$ cat src/rtl/mem_access_unit_pkg.sv
// -----------------------------------------------------------------------------
// mem_access_unit_pkg
// Shared types for the memory-stage load/store unit:
//   mem_size_t     - access size encoding as issued by the execute stage
//   lsu_state_t    - load/store unit transaction state
//   LSU_TIMEOUT_DEFAULT - default gnt/rvalid wait bound in cycles
//   lsu_misaligned - alignment check for a (size, addr[1:0]) pair
// -----------------------------------------------------------------------------
package mem_access_unit_pkg;

    typedef enum logic [1:0] {
        MEM_B = 2'b00,
        MEM_H = 2'b01,
        MEM_W = 2'b10
    } mem_size_t;

    typedef enum logic [1:0] {
        LSU_IDLE = 2'b00,
        LSU_REQ  = 2'b01,
        LSU_RESP = 2'b10
    } lsu_state_t;

    localparam int LSU_TIMEOUT_DEFAULT = 16;

    // Size 2'b11 has no legal meaning and is rejected like a misaligned access.
    function automatic logic lsu_misaligned(input logic [1:0] size, input logic [1:0] off);
        case (size)
            MEM_B:   return 1'b0;
            MEM_H:   return off[0];
            MEM_W:   return (off != 2'b00);
            default: return 1'b1;
        endcase
    endfunction

endpackage

$ cat src/rtl/mem_access_unit_lsu_align.sv
// -----------------------------------------------------------------------------
// lsu_align
// Purely combinational byte-lane logic for the load/store unit.
//   i_size     - access size (mem_size_t encoding)
//   i_off      - byte offset within the word (addr[1:0])
//   i_unsigned - zero-extend sub-word loads instead of sign-extending
//   i_wdata    - LSB-justified store data
//   i_rdata    - raw read word from memory
//   o_be       - byte enables for the access
//   o_wdata    - store data shifted onto its byte lanes
//   o_ldata    - load result, shifted down and extended to 32 bits
// -----------------------------------------------------------------------------
module lsu_align
    import mem_access_unit_pkg::*;
(
    input  logic [1:0]  i_size,
    input  logic [1:0]  i_off,
    input  logic        i_unsigned,
    input  logic [31:0] i_wdata,
    input  logic [31:0] i_rdata,
    output logic [3:0]  o_be,
    output logic [31:0] o_wdata,
    output logic [31:0] o_ldata
);

    logic [4:0]  w_shamt;
    logic [31:0] w_rshift;

    assign w_shamt  = {i_off, 3'b000};
    assign o_wdata  = i_wdata << w_shamt;
    assign w_rshift = i_rdata >> w_shamt;

    always_comb begin
        o_be    = 4'b0000;
        o_ldata = w_rshift;
        case (i_size)
            MEM_B: begin
                o_be    = 4'b0001 << i_off;
                o_ldata = {{24{w_rshift[7] & ~i_unsigned}}, w_rshift[7:0]};
            end
            MEM_H: begin
                o_be    = 4'b0011 << i_off;
                o_ldata = {{16{w_rshift[15] & ~i_unsigned}}, w_rshift[15:0]};
            end
            MEM_W: begin
                o_be    = 4'b1111;
                o_ldata = w_rshift;
            end
            default: ;
        endcase
    end

endmodule

$ cat src/rtl/mem_access_unit.sv
// -----------------------------------------------------------------------------
// mem_access_unit
// Memory-stage load/store unit. Accepts one request at a time from execute,
// runs it on a req/gnt/rvalid data-memory port and returns aligned, extended
// load data as a write-back result.
//   clk, rst             - clock, asynchronous active-low reset
//   req_*                - execute-stage request (valid/ready handshake)
//   dmem_*               - data-memory port; all outputs come from registers
//   wb_valid_o/rd/data   - load result (pulse), rd/data hold between results
//   st_done_o            - pulse when a store is granted
//   misalign_o           - pulse when a misaligned/illegal request is dropped
//   bus_err_o            - pulse when gnt or rvalid does not arrive in time
//   busy_o               - a transaction is in flight
// -----------------------------------------------------------------------------
module mem_access_unit
    import mem_access_unit_pkg::*;
#(
    parameter int TIMEOUT = LSU_TIMEOUT_DEFAULT,
    parameter int RD_W    = 5
) (
    input  logic            clk,
    input  logic            rst,
    input  logic            req_valid_i,
    output logic            req_ready_o,
    input  logic            req_we_i,
    input  logic [1:0]      req_size_i,
    input  logic            req_unsigned_i,
    input  logic [31:0]     req_addr_i,
    input  logic [31:0]     req_wdata_i,
    input  logic [RD_W-1:0] req_rd_i,
    output logic            dmem_req_o,
    output logic            dmem_we_o,
    output logic [3:0]      dmem_be_o,
    output logic [31:0]     dmem_addr_o,
    output logic [31:0]     dmem_wdata_o,
    input  logic            dmem_gnt_i,
    input  logic            dmem_rvalid_i,
    input  logic [31:0]     dmem_rdata_i,
    output logic            wb_valid_o,
    output logic [RD_W-1:0] wb_rd_o,
    output logic [31:0]     wb_data_o,
    output logic            st_done_o,
    output logic            misalign_o,
    output logic            bus_err_o,
    output logic            busy_o
);

    localparam int              CNT_W    = (TIMEOUT > 2) ? $clog2(TIMEOUT) : 1;
    localparam logic [CNT_W-1:0] CNT_LAST = CNT_W'((TIMEOUT > 0) ? TIMEOUT - 1 : 0);

    lsu_state_t      r_state;
    logic [CNT_W-1:0] r_cnt;
    logic [31:0]     r_addr;
    logic [31:0]     r_wdata;
    logic [1:0]      r_size;
    logic            r_unsigned;
    logic            r_we;
    logic [RD_W-1:0] r_rd;
    logic            r_dmem_req;
    logic            r_wb_valid;
    logic [RD_W-1:0] r_wb_rd;
    logic [31:0]     r_wb_data;
    logic            r_st_done;
    logic            r_misalign;
    logic            r_bus_err;

    logic [3:0]      w_be;
    logic [31:0]     w_wdata;
    logic [31:0]     w_ldata;
    logic            w_timeout;

    // Lane logic works on the captured request so the memory side never sees
    // upstream inputs changing after the accept.
    lsu_align u_align (
        .i_size     (r_size),
        .i_off      (r_addr[1:0]),
        .i_unsigned (r_unsigned),
        .i_wdata    (r_wdata),
        .i_rdata    (dmem_rdata_i),
        .o_be       (w_be),
        .o_wdata    (w_wdata),
        .o_ldata    (w_ldata)
    );

    // TIMEOUT of 0 disables the abort entirely.
    assign w_timeout = (TIMEOUT != 0) && (r_cnt == CNT_LAST);

    always_ff @(posedge clk or negedge rst) begin
        if (!rst) begin
            r_state    <= LSU_IDLE;
            r_cnt      <= '0;
            r_addr     <= '0;
            r_wdata    <= '0;
            r_size     <= '0;
            r_unsigned <= 1'b0;
            r_we       <= 1'b0;
            r_rd       <= '0;
            r_dmem_req <= 1'b0;
            r_wb_valid <= 1'b0;
            r_wb_rd    <= '0;
            r_wb_data  <= '0;
            r_st_done  <= 1'b0;
            r_misalign <= 1'b0;
            r_bus_err  <= 1'b0;
        end else begin
            r_wb_valid <= 1'b0;
            r_st_done  <= 1'b0;
            r_misalign <= 1'b0;
            r_bus_err  <= 1'b0;
            case (r_state)
                LSU_IDLE: begin
                    if (req_valid_i) begin
                        r_addr     <= req_addr_i;
                        r_wdata    <= req_wdata_i;
                        r_size     <= req_size_i;
                        r_unsigned <= req_unsigned_i;
                        r_we       <= req_we_i;
                        r_rd       <= req_rd_i;
                        if (lsu_misaligned(req_size_i, req_addr_i[1:0])) begin
                            r_misalign <= 1'b1;
                        end else begin
                            r_state    <= LSU_REQ;
                            r_dmem_req <= 1'b1;
                            r_cnt      <= '0;
                        end
                    end
                end
                LSU_REQ: begin
                    // rvalid is not expected before the grant and is ignored here.
                    if (dmem_gnt_i) begin
                        r_dmem_req <= 1'b0;
                        r_cnt      <= '0;
                        if (r_we) begin
                            r_st_done <= 1'b1;
                            r_state   <= LSU_IDLE;
                        end else begin
                            r_state   <= LSU_RESP;
                        end
                    end else if (w_timeout) begin
                        r_dmem_req <= 1'b0;
                        r_bus_err  <= 1'b1;
                        r_state    <= LSU_IDLE;
                    end else begin
                        r_cnt <= r_cnt + 1'b1;
                    end
                end
                LSU_RESP: begin
                    if (dmem_rvalid_i) begin
                        r_wb_valid <= 1'b1;
                        r_wb_rd    <= r_rd;
                        r_wb_data  <= w_ldata;
                        r_state    <= LSU_IDLE;
                    end else if (w_timeout) begin
                        r_bus_err <= 1'b1;
                        r_state   <= LSU_IDLE;
                    end else begin
                        r_cnt <= r_cnt + 1'b1;
                    end
                end
                default: r_state <= LSU_IDLE;
            endcase
        end
    end

    assign req_ready_o  = (r_state == LSU_IDLE);
    assign busy_o       = (r_state != LSU_IDLE);
    assign dmem_req_o   = r_dmem_req;
    assign dmem_we_o    = r_dmem_req & r_we;
    assign dmem_be_o    = r_dmem_req ? w_be : 4'b0000;
    assign dmem_addr_o  = {r_addr[31:2], 2'b00};
    assign dmem_wdata_o = w_wdata;
    assign wb_valid_o   = r_wb_valid;
    assign wb_rd_o      = r_wb_rd;
    assign wb_data_o    = r_wb_data;
    assign st_done_o    = r_st_done;
    assign misalign_o   = r_misalign;
    assign bus_err_o    = r_bus_err;

endmodule
$ cat config.mk
export PLATFORM = sky130hd
export DESIGN_NAME = mem_access_unit
export DESIGN_NICKNAME = d
export VERILOG_FILES = /design/src/rtl/mem_access_unit_pkg.sv /design/src/rtl/mem_access_unit_lsu_align.sv /design/src/rtl/mem_access_unit.sv
export SDC_FILE = /design/constraint.sdc
export NUM_CORES = 1
export LEC_CHECK = 0
export BUFFER_PORTS_ARGS = -buffer_cell sky130_fd_sc_hd__buf_2
export CAP_MARGIN = 10
export CELL_PAD_IN_SITES_DETAIL_PLACEMENT = 1
export CELL_PAD_IN_SITES_GLOBAL_PLACEMENT = 2
export CORE_MARGIN = 4
export CORE_UTILIZATION = 32
export DETAILED_ROUTE_END_ITERATION = 12
export PLACE_DENSITY_LB_ADDON = 0.1
export SLEW_MARGIN = 10
export SYNTH_ARGS = -nofsm -noshare
export SYNTH_HDL_FRONTEND = slang
export SYNTH_HIERARCHICAL = 1
export SYNTH_SLANG_ARGS = --single-unit
$ cat constraint.sdc
create_clock -name clk -period 2.1 [get_ports clk]
set_input_delay 0.42 -clock clk [delete_from_list [all_inputs] [get_ports clk]]
set_output_delay 0.42 -clock clk [all_outputs]
set_load 0.03 [all_outputs]
# [After elaboration in Yosys (flattened, before gate mapping)]
# Index checks and enable logic that the tools add are counted.
# Widths: inputs -> output; s select.
[totals] ff_bits=121 input_bits=110 out_inout_bits=113 word_cells=83
[classes] n_addsub=1 eq_ne=11 shift=4 muxes=36 n_bitwise=4 n_reduce_logical=12
[op_table] cell="$pmux 32 s2" count=1
[op_table] cell="$shl 32x5->32" count=1
[op_table] cell="$shr 32x5->32" count=1
[op_table] cell="$mux 4" count=6
[op_table] cell="$pmux 4 s3" count=2
[op_table] cell="$mux 1" count=17
[op_table] cell="$mux 2" count=6
[op_table] cell="$reduce_and 4->1" count=2
[op_table] cell="$eq 2x1->1 const B" count=3
[op_table] cell="$eq 2x2->1 const B" count=3
[op_table] cell="$logic_not 2->1" count=3
[op_table] cell="$ne 2x2->1 const B" count=3
[op_table] cell="$pmux 2 s3" count=1
[op_table] cell="$reduce_and 2->1" count=3
[op_table] cell="$reduce_bool 2->1" count=3
[op_table] cell="$add 4x1->4 const B" count=1
[op_table] cell="$eq 4x4->1 const B" count=1
[op_table] cell="$pmux 1 s2" count=2
[op_table] cell="$shl 1x2->4 const A" count=1
[op_table] cell="$shl 2x2->4 const A" count=1
[op_table] cell="$and 1x1->1" count=3
[op_table] cell="$ne 3x3->1 const B" count=1
[op_table] cell="$pmux 1 s3" count=1
[op_table] cell="$reduce_bool 3->1" count=1
[op_table] cell="$not 1->1" count=1

# [Depth between registers and ports, before layout]
[logic_depth] ltp_word=7 mapped_depth=7 depth_no_buf=6

# [By module]
# The synthesis kept the hierarchy.
[by_module_without_submodules] module="mem_access_unit" instances=1 cells_each=334 area_each_um2=4949.7 seq_area_each_um2=3027.9
[by_module_without_submodules] module="lsu_align" instances=1 cells_each=211 area_each_um2=1486.4 seq_area_each_um2=0.0

# [Worst setup path after synthesis]
# No wires, ideal clock.
[synth_timing] kind="flip-flop to output port" startpoint="register r_addr[0]" endpoint="output dmem_wdata_o[16]" arrival_time_ps=1667 required_ps=1680 setup_slack_ps=13 stages_incl_launch_ff=6 path_buffers=3 path_cell_list="dfrtp_1 -> buf_6 -> buf_2 -> buf_4 -> mux2i_1 -> o21ai_0"
[synth_via] elab_chain_cells=1
[synth_lines] item="start: declaration" line_no="mem_access_unit.sv:53" text="logic [31:0] r_addr;"
[synth_lines] item="start signal: assignment" line_no="mem_access_unit.sv:113" text="r_addr <= req_addr_i;"
[synth_lines] item="$shl 32x5->32" line_no="mem_access_unit_lsu_align.sv:30" text="assign o_wdata = i_wdata << w_shamt;"
[synth_lines] item="end: declaration" line_no="mem_access_unit.sv:35" text="output logic [31:0] dmem_wdata_o,"
# Every way passes these cells.

# [Final worst setup path]
[layout_timing] startpoint="register r_addr[0]" endpoint="output dmem_be_o[2]"
[layout_via] elab_chain_cells=3 word_cells_on_any_way=4 classes_between="shift: 2; mux: 2"
[layout_lines] item="$shl 2x2->4 / $shl 1x2->4 (equally long branches)" line_no="mem_access_unit_lsu_align.sv:42, mem_access_unit_lsu_align.sv:38"
[layout_lines] item="$pmux 4 s3 (*)" line_no="mem_access_unit_lsu_align.sv:36" text="case (i_size)"
[layout_lines] item="named net w_be[2]" line_no="mem_access_unit.sv:67" text="logic [3:0] w_be;"
[layout_lines] item="$mux 4 (*)" line_no="mem_access_unit.sv:169" text="assign dmem_be_o = r_dmem_req ? w_be : 4'b0000;"
[layout_lines] item="end: declaration" line_no="mem_access_unit.sv:33" text="output logic [3:0] dmem_be_o,"
# The timed path passes the listed nets; every way through them passes the cells marked *.

==> out/metrics.cfg <==
[status]
outcome=complete, but fails checks
failed_checks=hold timing, setup timing

[cts]
ctsHoldBuffers=0
cts_buffer_depth=2
root_buffer=clkbuf_16
clk_latency_ns=0.42
cts_sinks=121
htreeDepth=4
cts.clk_slew.worst_paths_ns=0.06
numCtsBuffers=17
cts_tree=built

[timing]
fin_hold_ws_ns=-0.00606
setup_violations=12
slew_viol_final=0
finalSetupTns_ns=-0.487
fin_ws_ns=-0.0695
min_period_ns=2.17
worst_slew_pin_slew_ns=0.555
rsz0062_at_grt=true
finalClockSkew_ns=0.0101
hold_violations=7
max_freq_mhz=461
slew_headroom_pct=63.0
post-route-period-util_pct=103

[pwr]
p_int_mw=9.21
power.switching_mw=7.35
p_leak_nw=4.20
seqPwrFrac_pct=25.7
powerDensity_nw_per_um2=1890
ir_worst_vdd_uv=1140
switching_share_pct=44.4
p_comb_share_pct=55.6
power.share.clock_pct=18.7

[global_route]
grt_pass1_wl_mm=30.3
grt_max_degree=45
antenna_found_initial=4
grt_pass1_vias=5519
grt.total_usage_pct=17.3
grt.overflow.total=0

[setup_path]
worst-path-buf-inv=2
worstSetupEndpointType=output port
crit-reg2reg-capture=wb_data_o[8]
path_max_fanout=7
r2r_start=r_addr[0]
startpoint=r_addr[0]
cp_top_family=flip-flops
cp.depth=6
r2r_cells=5
rrSetupSlack_ns=0.06
setup.worst_path.class=reg -> out
arrival_ns=1.75
max_stage_delay_ns=0.51
crit_end=dmem_be_o[2]
required_ns=1.68
crit_path_frequent_cell=buf_6
startpoint_type=flop
crit_path_top_delay_cell=dfrtp_2
crit_chain=buf_6, nor2b_2, a21oi_2, o21ai_1, and2_4, buf_6

[logic_synthesis]
ys_ff_latch=121
synth_edf_count=0
ys_top_cells_by_area=dfrtp_1 47%, mux2_2 21%, mux2i_1 5.0%, buf_4 4.3%, a21oi_1 2.1%
synth-seq-area-share_pct=47.0
synth-main-ff-cell=dfrtp_1
netlist_area_um2=6440
synthArstFlopShare_pct=100
ys_warn_count=6
avgSynthCellArea_um2=11.8
post-synth-top-area-fraction_pct=47.0
synthCells=545
ys_types=47
yosysTopAreaCell=dfrtp_1

[placement]
place_congestion=0.801
port_buffers=220
hpwl_mm=14.4

[routing]
antenna_left=0
drt-vias-per-instance=4.79
drtIter0Drc=148
drt-pass1-iter-count=4
route.detailed.drc=0
vias=4909
totalWireLength_mm=19.5
wl_per_cell_um=19.1

[cells_and_area]
diodes=0
layout_common_cells=193 x buf_2, 118 x mux2_2, 117 x dfrtp_1
layout_commonest_cell=buf_2
drive_gt1_share_pct=61.8
multi_input_area_um2=3130
final-seq-area_um2=3030
final_nets=861
fin_util_pct=44.5
syn2layout_area_growth_pct=35.8
fillers=2186

[die]
die_x_um=150
start_util_pct=32.7
die_height_um=150
coreArea_um2=19700
die-area_um2=22400
std_cell_rows=51
num_io_pins=223

[worst_hold_path]
hold_path_class=in -> async

[run]
maxCapViolCount=0

sequential cells by signal, summed over array words and instances, names as in the netlist:
| register | count |
|---|---|
| r_rd | 5 |
| misalign_o | 1 |
| r_we | 1 |
| wb_valid_o | 1 |
| r_addr | 32 |
| st_done_o | 1 |
| r_unsigned | 1 |
| bus_err_o | 1 |
| r_cnt | 4 |
| wb_data_o | 32 |
| dmem_req_o | 1 |
| r_size | 2 |
| wb_rd_o | 5 |
| r_wdata | 32 |
| r_state | 2 |
worst reg2reg max path, cell delays in order, from the launching register on:
cell	delay (ns)
dfrtp_2	0.51
buf_4	0.22
mux2_4	0.35
a221oi_4	0.48
a21oi_1	0.09
mux2_2	0.27
cell families (layout without fill, tap and decap cells):
kind of cell             count (synthesis)  count (layout)  share of synthesized area (%)
adder cells (fa/ha/maj)                  5               5                          0.972
other                                    1               2                         0.0583
multiplexers                           154             154                           26.7
AO/OA/AOI/OAI                           90              90                           10.2
AND/OR/NAND/NOR                        101             101                           7.91
flip-flops                             121             121                           47.0
buffers and inverters                   73             286                           7.17
power groups by stage:
stage	combinational [mW]	clock, mW	sequential (mW)
finish	9.20	3.09	4.26
global placement	8.10	0	4.20
floorplan	5.84	0	4.55
global route	9.84	3.30	4.43
CTS	8.60	3.18	4.19
detailed placement	8.24	0	4.25
layout make-up:
type                    instances  share of cell area (%)
clock buffers                  19                    5.18
clock inverters                13                    1.92
inverters                       6                   0.258
multi-input cells             352                    35.8
flip-flops and latches        121                    34.7
well taps                     265                    3.79
repair buffers                248                    18.4
per-stage QoR:
step           setup slack, ns  total power, mW  std cells  cell area (µm²)
2_1_floorplan           0.0134             10.4        546             6440
3_3_place_gp             0.227             12.3        983             7710
3_5_place_dp             0.184             12.5        983             7710
4_1_cts                -0.0704             16.0       1019             8430
5_1_grt                 -0.186             17.6       1024             8740
6_report               -0.0695             16.6       1024             8740
cells in the mapped netlist, types with 3 or more instances:
master / instances
a211oi_1: 8
a21oi_1: 27
a22o_1: 3
and2_1: 14
and3_1: 3
buf_1: 3
buf_2: 18
buf_4: 37
clkbuf_1: 6
dfrtp_1: 121
ha_1: 5
inv_1: 6
mux2_2: 118
mux2_4: 3
mux2i_1: 32
nand2_1: 36
nor2_1: 16
nor2b_1: 14
o211ai_1: 7
o211ai_2: 10
o21ai_0: 19
or2_2: 8
how the worst min path moves through the flow:
stage	slack [ns]	depth (start not counted)	to	start
2_1_floorplan	0.12	0	bus_err_o	rst
3_5_place_dp	0.45	1	wb_data_o[20]	rst
6_report	-0.006	1	wb_data_o[18]	rst
4_1_cts	0.001	1	wb_data_o[16]	rst
3_3_place_gp	0.44	1	wb_data_o[19]	rst
5_1_grt	0.02	1	wb_data_o[18]	rst
layer usage:
layer	track usage, %	up-vias	part of all wire, %
li1	-	2293	-
met1	21.3	2446	43
met2	29.0	137	50
met3	5.72	25	6.2
met4	5.08	8	1.4
met5	0	-	0.27
timing repair:
action / 4_1_cts / 5_1_grt
cloned: 0 / 2
buffers inserted: 4 / 3
endpoints found under the setup margin: 35 / 38
pin swaps: 2 / 14
resized for setup: 28 / 80
(Power assumes the default switching activity.)
